$ cat config.mk
export PLATFORM = sky130hd
export DESIGN_NAME = calc_input_entry
export DESIGN_NICKNAME = d
export VERILOG_FILES = /design/src/rtl/calc_input_entry.sv
export SDC_FILE = /design/constraint.sdc
export NUM_CORES = 1
export LEC_CHECK = 0
export ABC_AREA = 1
export BUFFER_PORTS_ARGS = -buffer_cell sky130_fd_sc_hd__buf_2
export CORE_ASPECT_RATIO = 1.4
export CORE_MARGIN = 4
export CORE_UTILIZATION = 40
export CTS_BUF_LIST = sky130_fd_sc_hd__clkbuf_4 sky130_fd_sc_hd__clkbuf_8 sky130_fd_sc_hd__clkbuf_16
export DETAILED_ROUTE_END_ITERATION = 7
export GPL_TIMING_DRIVEN = 1
export PLACE_DENSITY = 0.59
export SKIP_LAST_GASP = 1
export SLEW_MARGIN = 25
export SYNTH_ARGS = -nofsm -noshare
export SYNTH_HDL_FRONTEND = slang
export SYNTH_SLANG_ARGS = --single-unit
$ cat constraint.sdc
create_clock -name clk -period 1.69 [get_ports clk]
set_input_delay 0.2535 -clock clk [delete_from_list [all_inputs] [get_ports clk]]
set_output_delay 0.2535 -clock clk [all_outputs]
set_load 0.01 [all_outputs]
$ cat src/rtl/calc_input_entry.sv
// Purpose : calculator operand-entry controller; debounces buttons, builds op_a/op_b/op_sel,
//           issues them to the ALU over valid/ready, captures the result for the display.
// Latency : button press acts DEBOUNCE_CYCLES+4 edges after the raw level is first sampled.
// Backpressure: req_valid and operands are held in ISSUE until alu_ready; buttons except mode are ignored there.
// Ports   : clk/rst_n; btn_up/down/enter/clear/mode raw buttons; alu_ready, alu_result, result_valid
//           from the ALU; op_a, op_b, op_sel, req_valid to the ALU; display_data, display_mode, state.
module calc_input_entry #(
  parameter int unsigned DEBOUNCE_CYCLES = 1000000
) (
  input  logic       clk,
  input  logic       rst_n,
  input  logic       btn_up,
  input  logic       btn_down,
  input  logic       btn_enter,
  input  logic       btn_clear,
  input  logic       btn_mode,
  input  logic       alu_ready,
  input  logic [5:0] alu_result,
  input  logic       result_valid,
  output logic [5:0] op_a,
  output logic [5:0] op_b,
  output logic [1:0] op_sel,
  output logic       req_valid,
  output logic [5:0] display_data,
  output logic       display_mode,
  output logic [2:0] state
);

  localparam int CW = $clog2(DEBOUNCE_CYCLES + 1);
  localparam logic [CW-1:0] CNT_LAST = CW'(DEBOUNCE_CYCLES - 1);

  typedef enum logic [2:0] {
    S_ENTER_A     = 3'd0,
    S_ENTER_B     = 3'd1,
    S_ENTER_OP    = 3'd2,
    S_ISSUE       = 3'd3,
    S_WAIT_RESULT = 3'd4,
    S_SHOW        = 3'd5
  } state_e;

  // Button bit order: 0 up, 1 down, 2 enter, 3 clear, 4 mode.
  logic [4:0]    btn_raw;
  logic [4:0]    sync1_q, sync1_d, sync2_q, sync2_d;
  logic [4:0]    deb_q, deb_d, deb_dly_q, deb_dly_d, pulse_q, pulse_d;
  logic [CW-1:0] cnt_q [5];
  logic [CW-1:0] cnt_d [5];

  assign btn_raw = {btn_mode, btn_clear, btn_enter, btn_down, btn_up};

  always_comb begin
    sync1_d   = btn_raw;
    sync2_d   = sync1_q;
    deb_dly_d = deb_q;
    for (int i = 0; i < 5; i++) begin
      deb_d[i] = deb_q[i];
      cnt_d[i] = '0;
      if (sync2_q[i] != deb_q[i]) begin
        // The edge that would make the count reach DEBOUNCE_CYCLES flips the level instead.
        if (cnt_q[i] == CNT_LAST) deb_d[i] = ~deb_q[i];
        else                      cnt_d[i] = cnt_q[i] + CW'(1);
      end
    end
    // Rising edge of the debounced level, seen one cycle after it flips.
    pulse_d = deb_q & ~deb_dly_q;
  end

  always_ff @(posedge clk or negedge rst_n) begin
    if (!rst_n) begin
      sync1_q   <= '0;
      sync2_q   <= '0;
      deb_q     <= '0;
      deb_dly_q <= '0;
      pulse_q   <= '0;
      for (int i = 0; i < 5; i++) cnt_q[i] <= '0;
    end else begin
      sync1_q   <= sync1_d;
      sync2_q   <= sync2_d;
      deb_q     <= deb_d;
      deb_dly_q <= deb_dly_d;
      pulse_q   <= pulse_d;
      for (int i = 0; i < 5; i++) cnt_q[i] <= cnt_d[i];
    end
  end

  logic ev_up, ev_dn, ev_ent, ev_clr, ev_mode;
  // Simultaneous up and down cancel each other.
  assign ev_up   = pulse_q[0] & ~pulse_q[1];
  assign ev_dn   = pulse_q[1] & ~pulse_q[0];
  assign ev_ent  = pulse_q[2];
  assign ev_clr  = pulse_q[3];
  assign ev_mode = pulse_q[4];

  state_e     state_q, state_d;
  logic [5:0] entry_q, entry_d, op_a_q, op_a_d, op_b_q, op_b_d, result_q, result_d;
  logic [1:0] op_sel_q, op_sel_d;
  logic       req_valid_q, req_valid_d, disp_mode_q, disp_mode_d;

  always_comb begin
    state_d     = state_q;
    entry_d     = entry_q;
    op_a_d      = op_a_q;
    op_b_d      = op_b_q;
    op_sel_d    = op_sel_q;
    result_d    = result_q;
    req_valid_d = req_valid_q;
    disp_mode_d = ev_mode ? ~disp_mode_q : disp_mode_q;

    if (ev_clr && state_q != S_ISSUE) begin
      entry_d = '0;
      state_d = S_ENTER_A;
    end else begin
      case (state_q)
        S_ENTER_A: begin
          if (ev_ent) begin
            op_a_d  = entry_q;
            entry_d = '0;
            state_d = S_ENTER_B;
          end else if (ev_up) entry_d = entry_q + 6'd1;
          else if (ev_dn)     entry_d = entry_q - 6'd1;
        end
        S_ENTER_B: begin
          if (ev_ent) begin
            op_b_d  = entry_q;
            state_d = S_ENTER_OP;
          end else if (ev_up) entry_d = entry_q + 6'd1;
          else if (ev_dn)     entry_d = entry_q - 6'd1;
        end
        S_ENTER_OP: begin
          if (ev_ent) begin
            req_valid_d = 1'b1;
            state_d     = S_ISSUE;
          end else if (ev_up) op_sel_d = op_sel_q + 2'd1;
          else if (ev_dn)     op_sel_d = op_sel_q - 2'd1;
        end
        S_ISSUE: begin
          if (req_valid_q && alu_ready) begin
            req_valid_d = 1'b0;
            state_d     = S_WAIT_RESULT;
          end
        end
        S_WAIT_RESULT: begin
          if (result_valid) begin
            result_d = alu_result;
            state_d  = S_SHOW;
          end
        end
        S_SHOW: begin
          if (ev_ent) begin
            entry_d = result_q;
            state_d = S_ENTER_A;
          end
        end
        default: state_d = S_ENTER_A;
      endcase
    end
  end

  always_ff @(posedge clk or negedge rst_n) begin
    if (!rst_n) begin
      state_q     <= S_ENTER_A;
      entry_q     <= '0;
      op_a_q      <= '0;
      op_b_q      <= '0;
      op_sel_q    <= '0;
      result_q    <= '0;
      req_valid_q <= 1'b0;
      disp_mode_q <= 1'b0;
    end else begin
      state_q     <= state_d;
      entry_q     <= entry_d;
      op_a_q      <= op_a_d;
      op_b_q      <= op_b_d;
      op_sel_q    <= op_sel_d;
      result_q    <= result_d;
      req_valid_q <= req_valid_d;
      disp_mode_q <= disp_mode_d;
    end
  end

  always_comb begin
    case (state_q)
      S_ENTER_A, S_ENTER_B:   display_data = entry_q;
      S_ENTER_OP:             display_data = {4'd0, op_sel_q};
      S_ISSUE, S_WAIT_RESULT: display_data = op_b_q;
      S_SHOW:                 display_data = result_q;
      default:                display_data = entry_q;
    endcase
  end

  assign op_a         = op_a_q;
  assign op_b         = op_b_q;
  assign op_sel       = op_sel_q;
  assign req_valid    = req_valid_q;
  assign display_mode = disp_mode_q;
  assign state        = state_q;

endmodule

==> results.sh <==
export IMPL_max_freq_mhz=505
export IMPL_critPathKind="register to output pin"
export IMPL_p_int_mw=6.25
export IMPL_synth_area_top_cells="dfrtp_1 (49%), nand2_1 (9.9%), nor2_1 (8.9%), inv_1 (5.6%), xor2_1 (3.7%)"
export IMPL_status="finished, violations left"
export IMPL_worst_slew_pin_slew_ps=513
export IMPL_final_cell_mix="nand2_1 (204), nor2_1 (189), dfrtp_1 (155), inv_1 (118), nand3_1 (54)"
export IMPL_die_width_um=128
export IMPL_drc=0
export IMPL_p_clk_frac=0.489
export IMPL_synth_cell_type_count=39
export IMPL_required_ps=1440
export IMPL_grtUsageTotal=0.175
export IMPL_slew_headroom=0.657
export IMPL_die_y_um=176
export IMPL_grt_pass1_wl_mm=32.0
export IMPL_yosys_warnings=0
export IMPL_arrival_ps=1730
export IMPL_power_frac_seq=0.479
export IMPL_maxSlewViolCount=0
export IMPL_drt_antenna_violating_nets=0
export IMPL_synth_cells=1013
export IMPL_nets=1144
export IMPL_layout_commonest_cell="nand2_1"
export IMPL_skew_ps=10.5
export IMPL_wire_per_inst_um=13.3
export IMPL_vdd_drop_max_mv=0.699
export IMPL_cap_violations=0
export IMPL_core_area_mm2=0.0198
export IMPL_tns_ps=-1470
export IMPL_p_per_area_mw_per_mm2=813
export IMPL_setup_viol=6
export IMPL_numCtsBuffers=17
export IMPL_rows=61
export IMPL_setup_ws_ps=-290
export IMPL_fin_crit_sh=1.17
export IMPL_cts_tree="done"
export IMPL_rsz0062_at_grt="yes"
export IMPL_whs_ps=66.8
export IMPL_min_period_ps=1980
export IMPL_ioPinCount=40
export IMPL_dr_pass1_iters=5
export IMPL_antenna_found_initial=0
export IMPL_p_leak_nw=4.42
export IMPL_drt_initial_drc_count=353
export IMPL_drive_gt1_frac=0.170
export IMPL_first_global_vias=6690
export IMPL_p_comb_frac=0.032
export IMPL_synth_area_mm2=0.00803
export IMPL_h_tree_depth=4
export IMPL_power_net_switching_mw=1.69
export IMPL_dp_hpwl_mm=13.7
export IMPL_synth_largest_area_cell="dfrtp_1"
export IMPL_start_util=0.405
export IMPL_place_congestion=0.861
export IMPL_die_area_mm2=0.0224
export IMPL_syn_to_final_growth_pct=21.6
export IMPL_clock_root_buffer="clkbuf_16"
export IMPL_start_kind="register"
export IMPL_cts_sinks=156
export IMPL_synth_top_area_share=0.486
export IMPL_synth_avg_cell_area_um2=7.93
export IMPL_drt_total_wl_mm=18.5
export IMPL_failed_checks="negative setup slack"
export IMPL_cp_max_fo=6
export IMPL_num_antenna_cells=0
export IMPL_grt_start_max_net_pins=41
export IMPL_crit_path_end_kind="output pin"
export IMPL_hold_viol=0
export IMPL_synth_seq_cells=156
export IMPL_clockBufferDepth=2
export IMPL_port_buffer_count=39
export IMPL_syn_nets=1037
export IMPL_hp_class="input pin to register"
export IMPL_netSwitchingFraction=0.213
export IMPL_ys_seq_area_frac=0.486
export IMPL_worstSkewPairLatency_ps=420
export IMPL_grt_ovfl_total=0
export IMPL_drt_vias_per_instance=4.90
export IMPL_clkTransAtPathRegs_ps=60
export IMPL_num_vias=6787
## registers in the layout, indices dropped and copies added (netlist names)
signal and flops:
cnt_q 100, deb_dly_d 5, deb_dly_q 5, display_mode 1, entry_q 6, op_a 6, op_b 6, op_sel 2
pulse_q 5, req_valid 1, result_q 6, state 3, sync1_q 5, sync2_q 5
## logic make-up (layout without fill, tap and decap cells)
kind of cell             after synthesis  count (layout)  share of synthesized area
AO/OA/AOI/OAI                         89              89                     0.0631
AND/OR/NAND/NOR                      573             574                      0.315
adder cells (fa/ha/maj)                9               9                     0.0140
flip-flops                           156             156                      0.486
buffers and inverters                136             254                     0.0668
XOR/XNOR                              50              50                     0.0545
## through the flow
step	utilization	std cells	total power, mW	cell area (µm²)	setup slack [ps]
2_1_floorplan	-	1013	3.96	8030	36.9
3_3_place_gp	0.443	1331	4.11	8780	37.1
3_5_place_dp	0.443	1331	4.11	8780	37.2
4_1_cts	0.480	1375	8.05	9530	-308
5_1_grt	0.492	1384	8.28	9770	-371
6_report	0.492	1384	7.94	9770	-290
## power by group through the flow
stage          clock, mW  combinational [mW]  sequential (mW)
3_5_place_dp           0               0.245             3.87
3_3_place_gp           0               0.243             3.87
6_report            3.88               0.254             3.81
5_1_grt             4.17               0.303             3.81
4_1_cts             3.99               0.256             3.80
2_1_floorplan          0              0.0940             3.87
## cell type report
cell class,instances,area (µm²)
fillers,1942,10100
flip-flops and latches,156,3910
multi-input cells,722,3780
repair buffers,96,678
inverters,127,487
clock buffers,20,454
well taps,252,315
clock inverters,11,144
## layer usage
| layer | track usage | part of all wire | vias to the layer above |
|---|---|---|---|
| met5 | 0 | 0 | - |
| met4 | 0.0655 | 0.026 | 0 |
| met3 | 0.0322 | 0.028 | 33 |
| met2 | 0.306 | 0.51 | 88 |
| met1 | 0.213 | 0.44 | 3209 |
| li1 | - | - | 3457 |
## worst max-delay path, cell delays in order (launching register included)
cell      delay [ps]
dfrtp_1          420
inv_2            100
nor2_4            50
nand2_2           90
clkinv_4          90
nor3_4           180
inv_2             80
o211ai_1         150
buf_2            150
## synthesized netlist by cell type (all sizes together)
cell type / count
a21oi: 20
a22oi: 3
a31oi: 3
and2: 4
and3: 3
buf: 6
clkbuf: 3
clkinv: 2
dfrtp: 156
ha: 9
inv: 125
nand2: 218
nand3: 65
nand3b: 2
nand4: 28
nor2: 201
nor3: 46
nor3b: 5
o211ai: 5
o21a: 1
o21ai: 55
o21bai: 2
or2: 1
xnor2: 16
xor2: 34
## timing repair
item | in CTS | in global routing
resized for setup | 10 | 48
hold endpoints to repair | 106 | 0
hold buffers | 6 | 0
buffers inserted | 7 | 7
cloned | 0 | 2
endpoints found under the setup margin | 6 | 57
pin swaps | 3 | 9
## final timing paths
kind | from | endpoint | slack, ps | cells past startpoint
min | alu_result[4] | result_q[4] | 70 | 3
max | state[0] | display_data[2] | -290 | 8
max in group asynchronous | rst_n | cnt_q[22] | 880 | 3
min reg2reg | sync1_q[0] | sync2_q[0] | 340 | 0
min in group asynchronous | rst_n | result_q[5] | 250 | 2
max reg2reg | state[2] | op_a[0] | 50 | 11
No activity file was read; power rests on OpenSTA's default activity.
